$ cat src/rtl/camera_downsampler.sv
// camera_downsampler: captures the camera's RGB565 byte stream, packs it to RGB332
// and produces frame-buffer write addresses, frame-done pulses and a per-frame line error.
module camera_downsampler #(
    parameter int SCREEN_WIDTH  = 176,
    parameter int SCREEN_HEIGHT = 144,
    parameter int ADDR_W        = 8
) (
    input  logic              CLK,
    input  logic              RST_N,
    input  logic [7:0]        CAM_DATA,
    input  logic              HREF,
    input  logic              VSYNC,
    output logic [7:0]        PIXEL_OUT,
    output logic              PIXEL_VALID,
    output logic [ADDR_W-1:0] X_ADDR,
    output logic [ADDR_W-1:0] Y_ADDR,
    output logic              FRAME_DONE,
    output logic              LINE_ERR
);
    typedef enum logic {FIRST, SECOND} phase_t;

    localparam logic [ADDR_W:0] W = (ADDR_W+1)'(SCREEN_WIDTH);
    localparam logic [ADDR_W:0] H = (ADDR_W+1)'(SCREEN_HEIGHT);

    phase_t            phase_q, phase_d;
    logic [7:0]        hi_q, hi_d;
    logic [ADDR_W:0]   x_q, x_d, y_q, y_d;
    logic              ovf_q, ovf_d;
    logic              last_href_q, last_href_d, last_vsync_q, last_vsync_d;
    logic [7:0]        pix_q, pix_d;
    logic              valid_q, valid_d;
    logic [ADDR_W-1:0] xa_q, xa_d, ya_q, ya_d;
    logic              done_q, done_d, err_q, err_d;
    logic              href_fall, vsync_rise;

    assign href_fall  = !HREF && last_href_q;
    assign vsync_rise = VSYNC && !last_vsync_q;

    always_comb begin
        phase_d      = phase_q;
        hi_d         = hi_q;
        x_d          = x_q;
        y_d          = y_q;
        ovf_d        = ovf_q;
        last_href_d  = HREF;
        last_vsync_d = VSYNC;
        pix_d        = pix_q;
        valid_d      = 1'b0;
        xa_d         = xa_q;
        ya_d         = ya_q;
        done_d       = vsync_rise;
        // the error of the ended frame stays visible during the FRAME_DONE cycle
        err_d        = done_q ? 1'b0 : err_q;
        if (!HREF) begin
            phase_d = FIRST;
        end else if (!VSYNC) begin
            if (phase_q == FIRST) begin
                hi_d    = CAM_DATA;
                phase_d = SECOND;
            end else begin
                phase_d = FIRST;
                if (x_q < W && y_q < H) begin
                    valid_d = 1'b1;
                    pix_d   = {hi_q[7:5], hi_q[2:0], CAM_DATA[4:3]};
                    xa_d    = x_q[ADDR_W-1:0];
                    ya_d    = y_q[ADDR_W-1:0];
                end
                if (x_q == W) ovf_d = 1'b1;
                else x_d = x_q + 1'b1;
            end
        end
        if (href_fall) begin
            x_d   = '0;
            ovf_d = 1'b0;
            if (x_q != '0 && y_q != H) y_d = y_q + 1'b1;
            if (x_q != W || ovf_q) err_d = 1'b1;
        end
        if (vsync_rise) y_d = '0;
    end

    always_ff @(posedge CLK) begin
        if (!RST_N) begin
            phase_q      <= FIRST;
            hi_q         <= '0;
            x_q          <= '0;
            y_q          <= '0;
            ovf_q        <= 1'b0;
            last_href_q  <= 1'b0;
            last_vsync_q <= 1'b0;
            pix_q        <= '0;
            valid_q      <= 1'b0;
            xa_q         <= '0;
            ya_q         <= '0;
            done_q       <= 1'b0;
            err_q        <= 1'b0;
        end else begin
            phase_q      <= phase_d;
            hi_q         <= hi_d;
            x_q          <= x_d;
            y_q          <= y_d;
            ovf_q        <= ovf_d;
            last_href_q  <= last_href_d;
            last_vsync_q <= last_vsync_d;
            pix_q        <= pix_d;
            valid_q      <= valid_d;
            xa_q         <= xa_d;
            ya_q         <= ya_d;
            done_q       <= done_d;
            err_q        <= err_d;
        end
    end

    assign PIXEL_OUT   = pix_q;
    assign PIXEL_VALID = valid_q;
    assign X_ADDR      = xa_q;
    assign Y_ADDR      = ya_q;
    assign FRAME_DONE  = done_q;
    assign LINE_ERR    = err_q;
endmodule

$ cat config.mk
export PLATFORM = sky130hd
export DESIGN_NAME = camera_downsampler
export DESIGN_NICKNAME = d
export VERILOG_FILES = /design/src/rtl/camera_downsampler.sv
export SDC_FILE = /design/constraint.sdc
export NUM_CORES = 1
export LEC_CHECK = 0
export BUFFER_PORTS_ARGS = -buffer_cell sky130_fd_sc_hd__buf_2
export CELL_PAD_IN_SITES_DETAIL_PLACEMENT = 0
export CELL_PAD_IN_SITES_GLOBAL_PLACEMENT = 1
export CORE_ASPECT_RATIO = 0.9
export CORE_MARGIN = 10
export CORE_UTILIZATION = 42
export DETAILED_ROUTE_END_ITERATION = 16
export PLACE_DENSITY = 0.9
export SYNTH_ARGS = -nofsm -noshare
export SYNTH_HDL_FRONTEND = slang
export SYNTH_SLANG_ARGS = --single-unit
$ cat constraint.sdc
create_clock -name CLK -period 1.9 [get_ports CLK]
set_input_delay 0.475 -clock CLK [delete_from_list [all_inputs] [get_ports CLK]]
set_output_delay 0.475 -clock CLK [all_outputs]
set_load 0.02 [all_outputs]
==> metrics.md <==
| Metric | Value |
|---|---|
| Result of the run | finished clean |
| Routed vias | 2012 |
| Register-to-register setup slack | 0.1 ns |
| Total area of multi-input combinational cells | 1170 µm² |
| FF+latch count, synth | 55 |
| Area contributors post-synth | sky130_fd_sc_hd__dfxtp_1 46%, sky130_fd_sc_hd__nand3_1 6.1%, sky130_fd_sc_hd__nand2_1 5.0%, sky130_fd_sc_hd__o21ai_0 3.8%, sky130_fd_sc_hd__mux2i_1 3.3% |
| Die Span Y | 91.7 µm |
| Fraction of final layout cells with drive strength greater than 1 | 0.212 |
| Mean number of vias per cell | 5.28 |
| GRT Total Usage | 0.114 |
| Critical R2R Launch | x_q[1] |
| Clock Root Buffer | sky130_fd_sc_hd__clkbuf_8 |
| Arrival time worst endpoint | 2.05 ns |
| Fraction of registers with async set/reset | 0 |
| Post-route setup TNS | 0 ns |
| Number of buffers created by CTS | 5 |
| Routed Wire Length | 5280 µm |
| Depth of the worst register-to-register path | 6 |
| Setup-violating endpoint count in the final report | 0 |
| Standard-cell rows | 26 |
| Clock Sinks | 55 |
| Hpwl dp | 3870 µm |
| Flip-flop and latch area | 1100 µm² |
| Hold Path Stages | 3 |
| Number of H-tree levels | 2 |
| Input/output buffers | 38 |
| Syn. warnings | 0 |
| Kind of launch point of the worst setup path | flip-flop |
| Effective utilization at floorplan | 0.428 |
| Fin worst setup slack | 0.0962 ns |
| Max cap viols | 0 |
| Clock latency reported for the late side of the worst-skew pair | 0.31 ns |
| Critical Path Source | x_q[1] |
| Area growth from synthesis to layout | 16.1% |
| Antenna-violating nets left | 0 |
| Filler Cells Inserted | 561 |
| Maximum number of pins on one net before global-route repair | 31 |
| Required @ worst endpoint | 2.14 ns |
| Per-instance average area after synthesis | 8.91 µm² |
| Clock tree from TritonCTS | yes |
| Number of cells upsized or downsized after cts | 0 |
| Static leakage power | 1.10 nW |
| Number of synthesized flops with an enable pin | 0 |
| Critical Setup Path Class | flip-flop to flip-flop |
| Register area share after synthesis | 0.460 |
| FF-to-FF End | y_q[6] |
| Worst setup EP type | flip-flop |
| Post-CTS Setup Repair Bufs | 0 |
| Number of iterations in the first detailed-routing pass | 4 |
| Hold Crit Start | CAM_DATA[4] |
| Netlist cell types | 49 |
| Fraction of synthesized cell area taken by the top area cell type | 0.460 |
| Peak supply drop | 0.405 mV |
| Diodes inserted | 0 |
| Normalized max-slew margin | 0.736 |
| Path class of the lowest-slack min-delay path | input pin to flip-flop |
| Share of the clock period used by the worst path | 0.949 |
| Clock period minus final worst setup slack | 1.80 ns |
| Worst min-delay path endpoint | PIXEL_OUT[1] |
| Cell area after synthesis | 2400 µm² |
| I/O pins | 39 |
| Setup skew after layout | 0.00653 ns |
| Total grt overflow | 0 |
| Gate Count Post-Synth | 269 |
| Number of buffers between clock root and the deepest sink | 2 |
| WL per Instance | 13.9 µm |
| Number of global-route vias before repair | 1899 |
| Placement Setup Slack | 0.0421 ns |
| Number of hold buffers added after cts | 0 |
| Worst Max-Slew Pin Slew | 0.391 ns |
| First-pass GRT wire length | 8980 µm |
| Hold violation count in the final report | 0 |
| Clock input transition at the sequential cells of the worst setup and hold paths | 0.10 ns |
| Top cell type by total area after synthesis | sky130_fd_sc_hd__dfxtp_1 |
| Core area | 5600 µm² |
| Chip width | 99.6 µm |
| Starting DRT DRC Count | 117 |
| Overall die area | 9130 µm² |
| Unrepaired setup endpoints after global routing | false |
| Last weighted congestion value of the routability-driven placer | 0.833 |
| Main synth FF type | sky130_fd_sc_hd__dfxtp_1 |
| Pwr/cell area | 758 nW/µm² |
| Residual DRC count | 0 |
| Top achievable clock speed | 554 MHz |
| Number of nets at the end of the flow | 326 |
| Slew Limit Fails | 0 |
| Number of antenna violations at the first check in global routing | 0 |
| Max FO, Critical Path | 10 |
| Synthesized net count | 285 |
==> through the flow <==
step	area, µm²	power, mW	std cells	hold WS [ns]	util
floorplan	2400	1.27	269	0.424	-
CTS	2780	2.13	381	0.374	0.497
finish	2780	2.11	381	0.373	0.497
detailed placement	2660	1.31	373	0.439	0.476
global placement	2660	1.30	373	0.435	0.476
global route	2780	2.19	381	0.380	0.497
==> cell usage after synthesis (all sizes together) (3+ instances only) <==
library cell   n
a21oi         12
and2           4
and3           3
buf            7
clkbuf         9
dfxtp         55
ha             4
inv            6
mux2i          8
nand2         32
nand2b         3
nand3         29
nor2          17
o21ai         31
o31ai          3
or3            5
or4            3
xnor2          4
xor2           3
==> worst max path at each step <==
stage,end,depth (start not counted)
2_1_floorplan,y_q[6],6
3_3_place_gp,y_q[6],5
3_5_place_dp,y_q[8],5
4_1_cts,y_q[6],6
5_1_grt,y_q[8],6
6_report,y_q[6],6
==> sequential cells by signal, indices dropped and copies added, names as in the netlist <==
signal,flops
LINE_ERR,1
FRAME_DONE,1
PIXEL_VALID,1
hi_q,6
phase_q,1
PIXEL_OUT,8
y_q,9
ovf_q,1
last_href_q,1
Y_ADDR,8
X_ADDR,8
last_vsync_q,1
x_q,9
==> layer usage <==
metal  vias up  track usage  share of wire
li1       1025            -              -
met1       929        0.145           0.49
met2        49        0.178           0.44
met3         9       0.0450          0.064
met4         0       0.0251          0.010
met5         -            0              0
==> area by class of cell <==
type,count,share of cell area
clock buffer,6,0.0297
multi-input combinational,191,0.419
sequential,55,0.396
tap,70,0.0315
timing repair buffer,50,0.101
inverter,7,0.00944
clock inverter,2,0.0139
==> cell usage in the layout (no fill, tap or decap), types with 5 or more instances in the layout <==
cell type / synthesis / layout
sky130_fd_sc_hd__buf_4: 1 / 12
sky130_fd_sc_hd__nand3_1: 29 / 29
sky130_fd_sc_hd__nor2_1: 17 / 17
sky130_fd_sc_hd__mux2i_1: 8 / 8
sky130_fd_sc_hd__o21ai_1: 13 / 13
sky130_fd_sc_hd__nand2_1: 32 / 32
sky130_fd_sc_hd__dfxtp_1: 55 / 55
sky130_fd_sc_hd__clkbuf_8: 0 / 6
sky130_fd_sc_hd__buf_2: 1 / 38
sky130_fd_sc_hd__o21ai_0: 18 / 18
sky130_fd_sc_hd__or3_1: 5 / 5
sky130_fd_sc_hd__inv_1: 6 / 6
sky130_fd_sc_hd__a21oi_1: 12 / 12
==> cell families (layout without fill, tap and decap cells) <==
| family | count (synthesis) | count (layout) | share of synthesized area |
|---|---|---|---|
| compound gates | 59 | 59 | 0.157 |
| xor+xnor | 7 | 7 | 0.0256 |
| fa+ha+maj | 4 | 4 | 0.0209 |
| buf+inv | 23 | 65 | 0.0538 |
| flops | 55 | 55 | 0.460 |
| mux | 8 | 8 | 0.0334 |
| simple gates | 113 | 113 | 0.250 |
==> report_power, final <==
part	switching [mW]	leakage, nW	internal, mW
clock	0.396	0.0618	0.434
combinational	0.0637	0.590	0.0406
sequential	0.00787	0.445	1.17
==> worst max-delay path, stage by stage, from the launching register on <==
cell                       delay [ns]
sky130_fd_sc_hd__dfxtp_1         0.42
sky130_fd_sc_hd__inv_1           0.06
sky130_fd_sc_hd__ha_1            0.21
sky130_fd_sc_hd__or4b_4          0.24
sky130_fd_sc_hd__o211ai_4        0.12
sky130_fd_sc_hd__or4_1           0.52
sky130_fd_sc_hd__a21oi_1         0.16
Note: power is estimated with default switching activity, not from simulation.
